**src/rtl/branch_resolve_queue.sv**
```systemverilog
// In-order queue of in-flight branch predictions; on resolve it scores the prediction, issues a
// registered BHT update one cycle later, and on a mispredict issues a redirect and flushes all younger entries.
module branch_resolve_queue #(
    parameter int LOWER = 5,
    parameter int DEPTH = 4,
    parameter int PC_W  = 32,
    parameter int CNT_W = 16
) (
    input  logic             clk,
    input  logic             arst,
    input  logic             fetch_valid,
    input  logic [PC_W-1:0]  fetch_pc,
    input  logic             fetch_pred,
    input  logic [PC_W-1:0]  fetch_target,
    output logic             fetch_ready,
    input  logic             resolve_valid,
    input  logic             resolve_taken,
    input  logic             resolve_jump,
    input  logic [PC_W-1:0]  resolve_target,
    output logic             upd_en,
    output logic [LOWER-1:0] upd_addr,
    output logic             upd_taken,
    output logic             upd_jumped,
    output logic             redirect_valid,
    output logic [PC_W-1:0]  redirect_pc,
    output logic [CNT_W-1:0] mispredict_cnt,
    output logic             underflow_err
);
    localparam int PTR_W = (DEPTH > 1) ? $clog2(DEPTH) : 1;
    localparam logic [PTR_W:0]   FULL_CNT = (PTR_W + 1)'(DEPTH);
    localparam logic [CNT_W-1:0] CNT_MAX  = {CNT_W{1'b1}};

    logic [PC_W-1:0]  pc_mem  [DEPTH];
    logic             pred_mem[DEPTH];
    logic [PC_W-1:0]  tgt_mem [DEPTH];

    logic [PTR_W-1:0] head_q, head_d, tail_q, tail_d;
    logic [PTR_W:0]   count_q, count_d;

    logic             upd_en_q, upd_taken_q, upd_jumped_q, redirect_valid_q, underflow_q;
    logic [LOWER-1:0] upd_addr_q;
    logic [PC_W-1:0]  redirect_pc_q, redirect_pc_d;
    logic [CNT_W-1:0] mis_cnt_q;

    logic [PC_W-1:0]  head_pc, head_tgt;
    logic             head_pred, actual, mispredict, do_pop, do_push, flush;

    assign fetch_ready = (count_q != FULL_CNT);

    always_comb begin
        head_pc    = pc_mem[head_q];
        head_pred  = pred_mem[head_q];
        head_tgt   = tgt_mem[head_q];
        actual     = resolve_taken | resolve_jump;
        mispredict = (actual != head_pred) | (actual & head_pred & (resolve_target != head_tgt));
        do_pop     = resolve_valid && (count_q != '0);
        do_push    = fetch_valid && fetch_ready;
        flush      = do_pop && mispredict;
        redirect_pc_d = actual ? resolve_target : head_pc + PC_W'(4);

        head_d  = head_q;
        tail_d  = tail_q;
        count_d = count_q;
        if (flush) begin
            // Everything behind a mispredicted branch is wrong-path, including a same-cycle push.
            head_d  = '0;
            tail_d  = '0;
            count_d = '0;
        end else begin
            if (do_pop)
                head_d = head_q + 1'b1;
            if (do_push)
                tail_d = tail_q + 1'b1;
            case ({do_push, do_pop})
                2'b10:   count_d = count_q + 1'b1;
                2'b01:   count_d = count_q - 1'b1;
                default: count_d = count_q;
            endcase
        end
    end

    always_ff @(posedge clk) begin
        if (do_push) begin
            pc_mem[tail_q]   <= fetch_pc;
            pred_mem[tail_q] <= fetch_pred;
            tgt_mem[tail_q]  <= fetch_target;
        end
    end

    always_ff @(posedge clk or posedge arst) begin
        if (arst) begin
            head_q           <= '0;
            tail_q           <= '0;
            count_q          <= '0;
            upd_en_q         <= 1'b0;
            upd_addr_q       <= '0;
            upd_taken_q      <= 1'b0;
            upd_jumped_q     <= 1'b0;
            redirect_valid_q <= 1'b0;
            redirect_pc_q    <= '0;
            mis_cnt_q        <= '0;
            underflow_q      <= 1'b0;
        end else begin
            head_q           <= head_d;
            tail_q           <= tail_d;
            count_q          <= count_d;
            upd_en_q         <= do_pop;
            redirect_valid_q <= flush;
            if (do_pop) begin
                upd_addr_q   <= head_pc[LOWER+1:2];
                upd_taken_q  <= resolve_taken;
                upd_jumped_q <= resolve_jump;
            end
            if (flush) begin
                redirect_pc_q <= redirect_pc_d;
                if (mis_cnt_q != CNT_MAX)
                    mis_cnt_q <= mis_cnt_q + 1'b1;
            end
            if (resolve_valid && (count_q == '0))
                underflow_q <= 1'b1;
        end
    end

    assign upd_en         = upd_en_q;
    assign upd_addr       = upd_addr_q;
    assign upd_taken      = upd_taken_q;
    assign upd_jumped     = upd_jumped_q;
    assign redirect_valid = redirect_valid_q;
    assign redirect_pc    = redirect_pc_q;
    assign mispredict_cnt = mis_cnt_q;
    assign underflow_err  = underflow_q;
endmodule

```
**config.mk**
```make
export PLATFORM = sky130hd
export DESIGN_NAME = branch_resolve_queue
export DESIGN_NICKNAME = d
export VERILOG_FILES = /design/src/rtl/branch_resolve_queue.sv
export SDC_FILE = /design/constraint.sdc
export NUM_CORES = 1
export LEC_CHECK = 0
export CAP_MARGIN = 40
export CORE_ASPECT_RATIO = 0.9
export CORE_MARGIN = 2
export CORE_UTILIZATION = 23
export CTS_BUF_LIST = sky130_fd_sc_hd__clkbuf_4
export CTS_CLUSTER_DIAMETER = 60
export DETAILED_ROUTE_END_ITERATION = 16
export PLACE_DENSITY_LB_ADDON = 0.2
export SLEW_MARGIN = 30
export SYNTH_ARGS = -nofsm -noshare
export SYNTH_HDL_FRONTEND = slang
export SYNTH_SLANG_ARGS = --single-unit
```
**constraint.sdc**
```tcl
create_clock -name clk -period 4.7 [get_ports clk]
set_input_delay 0.94 -clock clk [delete_from_list [all_inputs] [get_ports clk]]
set_output_delay 0.94 -clock clk [all_outputs]
set_load 0.05 [all_outputs]
```
### After elaboration in Yosys (flattened, before gate mapping)

Memories as Yosys holds them, arrays and structs flattened.
Cells that the tools add are included.

| storage, ports and cells | value |
|---|---|
| logic and storage cells | 49 |
| bits in read-only memories | 0 |
| bits in registers | 65 |
| output and inout port bits | 59 |
| memories kept | 3 |
| RAM bits | 260 |
| latch bits | 0 |

Memory list:

| memory | depth | width | rd ports | clocked after memory_dff | write ports | line | source |
|---|---|---|---|---|---|---|---|
| pc_mem | 4 | 32 | 1 | 0 | 1 | 33 | `logic [PC_W-1:0] pc_mem [DEPTH];` |
| tgt_mem | 4 | 32 | 1 | 0 | 1 | 35 | `logic [PC_W-1:0] tgt_mem [DEPTH];` |
| pred_mem | 4 | 1 | 1 | 0 | 1 | 34 | `logic pred_mem[DEPTH];` |

| operators by class | value |
|---|---|
| reduce and logical (&&, ||, !) cells | 10 |
| magnitude comparators | 0 |
| div/mod/pow operators | 0 |
| shift operators | 0 |
| $add $sub $neg | 6 |
| bitwise logic cells | 4 |
| multiply operators | 0 |
| eq/ne operators | 6 |
| multiplexer cells | 9 |

Operators with widths:

| cell | count |
|---|---|
| $add 32x3->32 const B | 1 |
| $mux 32 | 1 |
| $ne 32x32->1 | 1 |
| $add 16x1->16 const B | 1 |
| $ne 16x16->1 const B | 1 |
| $mux 2 | 4 |
| $pmux 3 s2 | 1 |
| $reduce_bool 3->1 | 2 |
| $add 2x1->2 const B | 2 |
| $logic_and 1x1->1 | 4 |
| $reduce_bool 2->1 | 2 |
| $add 3x1->3 const B | 1 |
| $logic_not 3->1 | 1 |
| $mux 3 | 1 |
| $ne 3x3->1 const B | 1 |
| $sub 3x1->3 const B | 1 |
| $and 1x1->1 | 2 |
| $eq 2x1->1 const B | 1 |
| $eq 2x2->1 const B | 1 |
| $mux 1 | 2 |
| $or 1x1->1 | 2 |
| $reduce_and 2->1 | 1 |
| $ne 1x1->1 | 1 |

### Longest topological paths before layout

| logic depth | value |
|---|---|
| depth in word-level cells | 6 |
| mapped depth | 13 |
| gate-level depth less buffers | 9 |

### Worst setup path before layout

No wires, ideal clock.

| path | value |
|---|---|
| path type | input port to flip-flop |
| start point | in fetch_valid |
| end point | mem pc_mem[0][0], enable pin |
| path slack | 1.468 ns |
| stages on the path | 2 |
| arrival | 2.802 ns |
| path through | clkbuf_1 and3_1 |

| between the ends | value |
|---|---|
| word-level cells in the longest chain between the ends | 3 |

Ends and longest elaborated chain:

| what | line | source |
|---|---|---|
| start: declaration | 11 | `input logic fetch_valid,` |
| $logic_and 1x1->1 | 57 | `do_push = fetch_valid && fetch_ready;` |
| $mux 1 | 83 | `if (do_push) begin` |
| $mux 1 (not written as such) | 84 | `pc_mem[tail_q] <= fetch_pc;` |
| end: declaration | 33 |  |

Every way passes these cells.

### Final worst setup path

| path | value |
|---|---|
| start point | reg head_q[0] |
| end point | reg mis_cnt_q[1], in the netlist mispredict_cnt[1] |

| between the ends | value |
|---|---|
| word-level cells in the longest chain between the ends | 6 |

Ends and longest elaborated chain:

| what | line | source |
|---|---|---|
| start: declaration | 37 | `logic [PTR_W-1:0] head_q, head_d, tail_q, tail_d;` |
| start signal: assignment | 92 | `head_q <= '0;` |
| start signal: assignment | 104 | `head_q <= head_d;` |
| $mem_v2 4x32 / $mem_v2 4x1 (equally long branches) | - |  |
| $ne 32x32->1 / $and 1x1->1 (equally long branches) | 55 | `mispredict = (actual != head_pred) \| (actual & head_pred & (resolve_target != head_tgt));` |
| $and 1x1->1 | 55 |  |
| $or 1x1->1 (*) | 55 |  |
| $logic_and 1x1->1 (*) | 58 | `flush = do_pop && mispredict;` |
| $reduce_and 2->1 (no line) (*) | - |  |
| end signal: assignment | 117 | `mis_cnt_q <= mis_cnt_q + 1'b1;` |
| end: declaration | 43 | `logic [CNT_W-1:0] mis_cnt_q;` |

Every way passes the cells marked *; elsewhere a longest branch is shown, timed or not.
A chain may end at the register's enable or synchronous reset.

==> results.md <==
* Met1 Usage GRT at 0.170
* Layout cells sized above 1 at 0.241
* Hold path endpoint: upd_jumped$_DFFE_PP0P_
* Area share of and/or/nand/nor cells after synthesis at 0.0633
* Grt ovf at 0
* # Post-CTS Setup Buffers at 0
* Critical path launch point type: register
* CTS max path bufs at 3
* Critical path endpoint category: register
* Site Rows at 84
* Slowest cell on crit path: dfrtp_4
* Vias per cell at around 4.2
* Fmax at 270 MHz
* Synth warn at 0
* Unrepaired setup endpoints after global routing: no
* CTS Root Cell: clkbuf_4
* LEAKAGE at slightly below 0.006 uW
* DRC at 0
* Initial DRC Count at 483
* Crit share post-route at 0.789
* Placed cell count at between 1,500 and 2,000
* FF-to-FF setup slack at 0.99 ns
* M3 GR Usage at 0.0357
* Buf+Inv Stages, Crit Path at 2
* Outcome: finished clean
* Slew @ Worst Pin at about 0.75 ns
* Peak VDD IR at 0.269 mV
* Max_slew headroom at 0.493
* Vias in the first global route at 8,006
* Final HPWL DP at between 20,000 and 30,000 um
* Final setup TNS at 0 ns
* CTS tree: done
* Synth Flop Type: edfxtp_1
* Crit-path most repeated cell: buf_12
* Final Util at 0.296
* Mean Syn Cell Area at 17.3 um2
* Post-Synth Adder-Cell Area at 0.00798
* Clock-pin slew on the worst setup and hold paths at approximately 0.060 ns
* PortBufs at 161
* Post-route ant nets at 0
* Post-synthesis sequential element count at 325
* Max Cap Viol at 0
* Nets@finish at 1,117
* CTS sink count at 325
* Syn Nets at 890
* CP peak stage delay at roughly 0.70 ns
* Worst Path Arrival at 4.32 ns
* Hold Vio Cnt, Final at 0
* Main combinational cell family by area after synthesis: multiplexers
* Mux contribution to synthesized area at 0.143
* Start point of the worst min-delay path: upd_jumped$_DFFE_PP0P_
* EDFF count, synth at 260
* Cells after Synth at 779
* Cell Pwr Density at 622 mW/mm2
* Asr flop ratio synth at 0.200
* Wire length per cell at 20.4 um
* Min-Delay Path Depth at 2
* CTS buffer count at 86
* Core Box Area at 0.0582 mm2
* Hold-fix buffers, CTS at 0
* PostCTS Resize Cnt at 0
* Worst setup startpoint: head_q[0]$_DFFE_PP0P_
* Final min period at ~3.7 ns
* Initial core utilization at 0.232
* Die span in x at roughly 260 um
* Worst r2r src: head_q[0]$_DFFE_PP0P_
* Worst R2R End: mispredict_cnt[1]$_DFFE_PP0P_
* Met2 usage at 0.195
* Drt pass-1 iters at 5
* Final number of setup-violating endpoints at 0
* Netlist cell types at 42
* Compound-gate portion of the synthesized area at 0.0207
* Total number of vias at 7,692
* Skew final at 0.0783 ns
* Height of the die at roughly 230 um
* Post-Syn Area at 0.0135 mm2
* Final GP Congestion at 0.746
* Worst min path class: register to register
* Sequential share of the synthesized area at 0.700
* GR peak layer: met2
* First-pass GRT wire length at 54,800 um
* Die area at 0.0606 mm2
* Worst Reg2Reg Path Length in Cells at 9
* CTS H-tree lvls at 3
* XOR/XNOR Fraction of Synth Area at 0.0468
* Crit path cell chain: buf_12, mux4_2, xnor2_1, nand4_1, nor4_1, a31oi_4, buf_12, o21ai_1, mux2_2
* Critical path class: register to register
* Largest net degree at the start of global routing at 66
* Initial antenna violation count at 3
* Slew Limit Fails at 0
* # fillers at 5,854
* Synth-to-layout area growth at 27.6%
* Finished Layout Cells at 1,843
* Post-Route WL at 37,500 um
* Largest fanout on the critical path at 48
* Gr usage total at 0.126
* Critical path required time at 5.32 ns
* Top delay family on crit path: multiplexers
* # IOs at 162
* Clock Latency Late Sink at 0.81 ns
[cell type report]
| type | count | area [um2] | area share |
|---|---|---|---|
| clock buffers | 129 | 968 | 0.0563 |
| multi-input cells | 404 | 3820 | 0.222 |
| diodes | 2 | 5.00 | 0.000291 |
| repair buffers | 175 | 1800 | 0.105 |
| inverters | 14 | 52.6 | 0.00305 |
| well taps | 774 | 968 | 0.0563 |
| clock inverters | 20 | 146 | 0.00851 |
| flip-flops and latches | 325 | 9440 | 0.549 |
[worst max-delay path by stage]
stage	end	slack, ns	depth (start not counted)
6_report	mispredict_cnt[1]$_DFFE_PP0P_	0.99	9
5_1_grt	mispredict_cnt[1]$_DFFE_PP0P_	0.75	9
4_1_cts	redirect_pc[29]$_DFFE_PP0P_	0.92	8
3_5_place_dp	redirect_pc[29]$_DFFE_PP0P_	0.93	8
3_3_place_gp	redirect_pc[29]$_DFFE_PP0P_	0.92	8
2_1_floorplan	pc_mem[0][0]$_DFFE_PP_	1.47	2
[logic make-up (layout without fill, tap and decap cells)]
kind of cell | after synthesis | after routing
DFF | 325 | 325
and+or+nand+nor | 170 | 170
muxes | 104 | 104
xor gates and xnor gates | 72 | 72
AOI/OAI and AO/OA | 50 | 50
buffers and inverters | 50 | 338
adders and majority gates | 8 | 8
other | 0 | 2
[tightest hold or removal path: stages, from the launching register on]
cell,delay (ns)
dfrtp_1,0.34
nand2_1,0.05
nand2_1,0.06
[registers in the layout (all words and copies together) (netlist names), 2 cells and up]
register	count
count_q	3
head_q	2
mispredict_cnt	16
pc_mem	128
pred_mem	4
redirect_pc	32
tail_q	2
tgt_mem	128
upd_addr	5
[Yosys cell counts (all sizes together) (4+ instances only)]
master / n / area share
xor2: 19 / 0.012
o21ai: 6 / 0.0022
nor3: 6 / 0.0022
clkbuf: 16 / 0.0045
nor2: 37 / 0.010
mux4: 65 / 0.11
ha: 7 / 0.0065
mux2i: 12 / 0.0089
and2: 6 / 0.0028
nand2: 44 / 0.012
and3: 13 / 0.0060
xnor2: 53 / 0.034
dfrtp: 65 / 0.12
edfxtp: 260 / 0.58
mux2: 27 / 0.025
a31oi: 6 / 0.0028
nor4: 4 / 0.0019
and4: 7 / 0.0045
buf: 20 / 0.011
nand4: 23 / 0.011
or2: 4 / 0.0019
inv: 14 / 0.0039
nand3: 20 / 0.0074
a21oi: 30 / 0.011
[placed cells by master, fill, tap and decap left out, types with 3 or more instances in the layout]
| cell | instances |
|---|---|
| edfxtp_1 | 260 |
| clkdlybuf4s50_1 | 161 |
| clkbuf_4 | 129 |
| mux4_2 | 65 |
| dfrtp_1 | 63 |
| xnor2_1 | 53 |
| nand2_1 | 44 |
| nor2_1 | 36 |
| a21oi_1 | 30 |
| nand4_1 | 23 |
| nand3_1 | 20 |
| xor2_1 | 19 |
| mux2_2 | 17 |
| inv_1 | 13 |
| mux2i_1 | 12 |
| clkinv_1 | 11 |
| mux2_4 | 10 |
| and3_1 | 9 |
| and4_1 | 7 |
| ha_1 | 7 |
| buf_12 | 7 |
| buf_4 | 7 |
| and2_1 | 6 |
| nor3_1 | 6 |
| o21ai_0 | 5 |
| a31oi_1 | 5 |
| nor4_1 | 4 |
| or2_2 | 4 |
| and3_2 | 4 |
| clkinvlp_4 | 3 |
[report_power, final]
part	internal, uW	total [uW]	switching (uW)
logic	1640	4020	2370
registers	3780	4130	348
clock network	1360	2550	1190
[per-layer routing]
metal / routed length [um] / up-vias
li1: - / 3536
met1: 17100 / 3877
met2: 17500 / 223
met3: 2220 / 56
met4: 746 / 0
met5: 0 / -
[per-stage QoR]
stage          total power (uW)  area [um2]  setup slack, ns  hold WS (ns)
2_1_floorplan              6870       13500             1.47         0.543
3_3_place_gp               8310       16100            0.924         0.443
3_5_place_dp               8310       16100            0.929         0.468
4_1_cts                   10900       17200            0.919         0.453
5_1_grt                   11300       17200            0.751         0.492
6_report                  10700       17200            0.992         0.479
No activity file was read; power rests on OpenSTA's default activity.
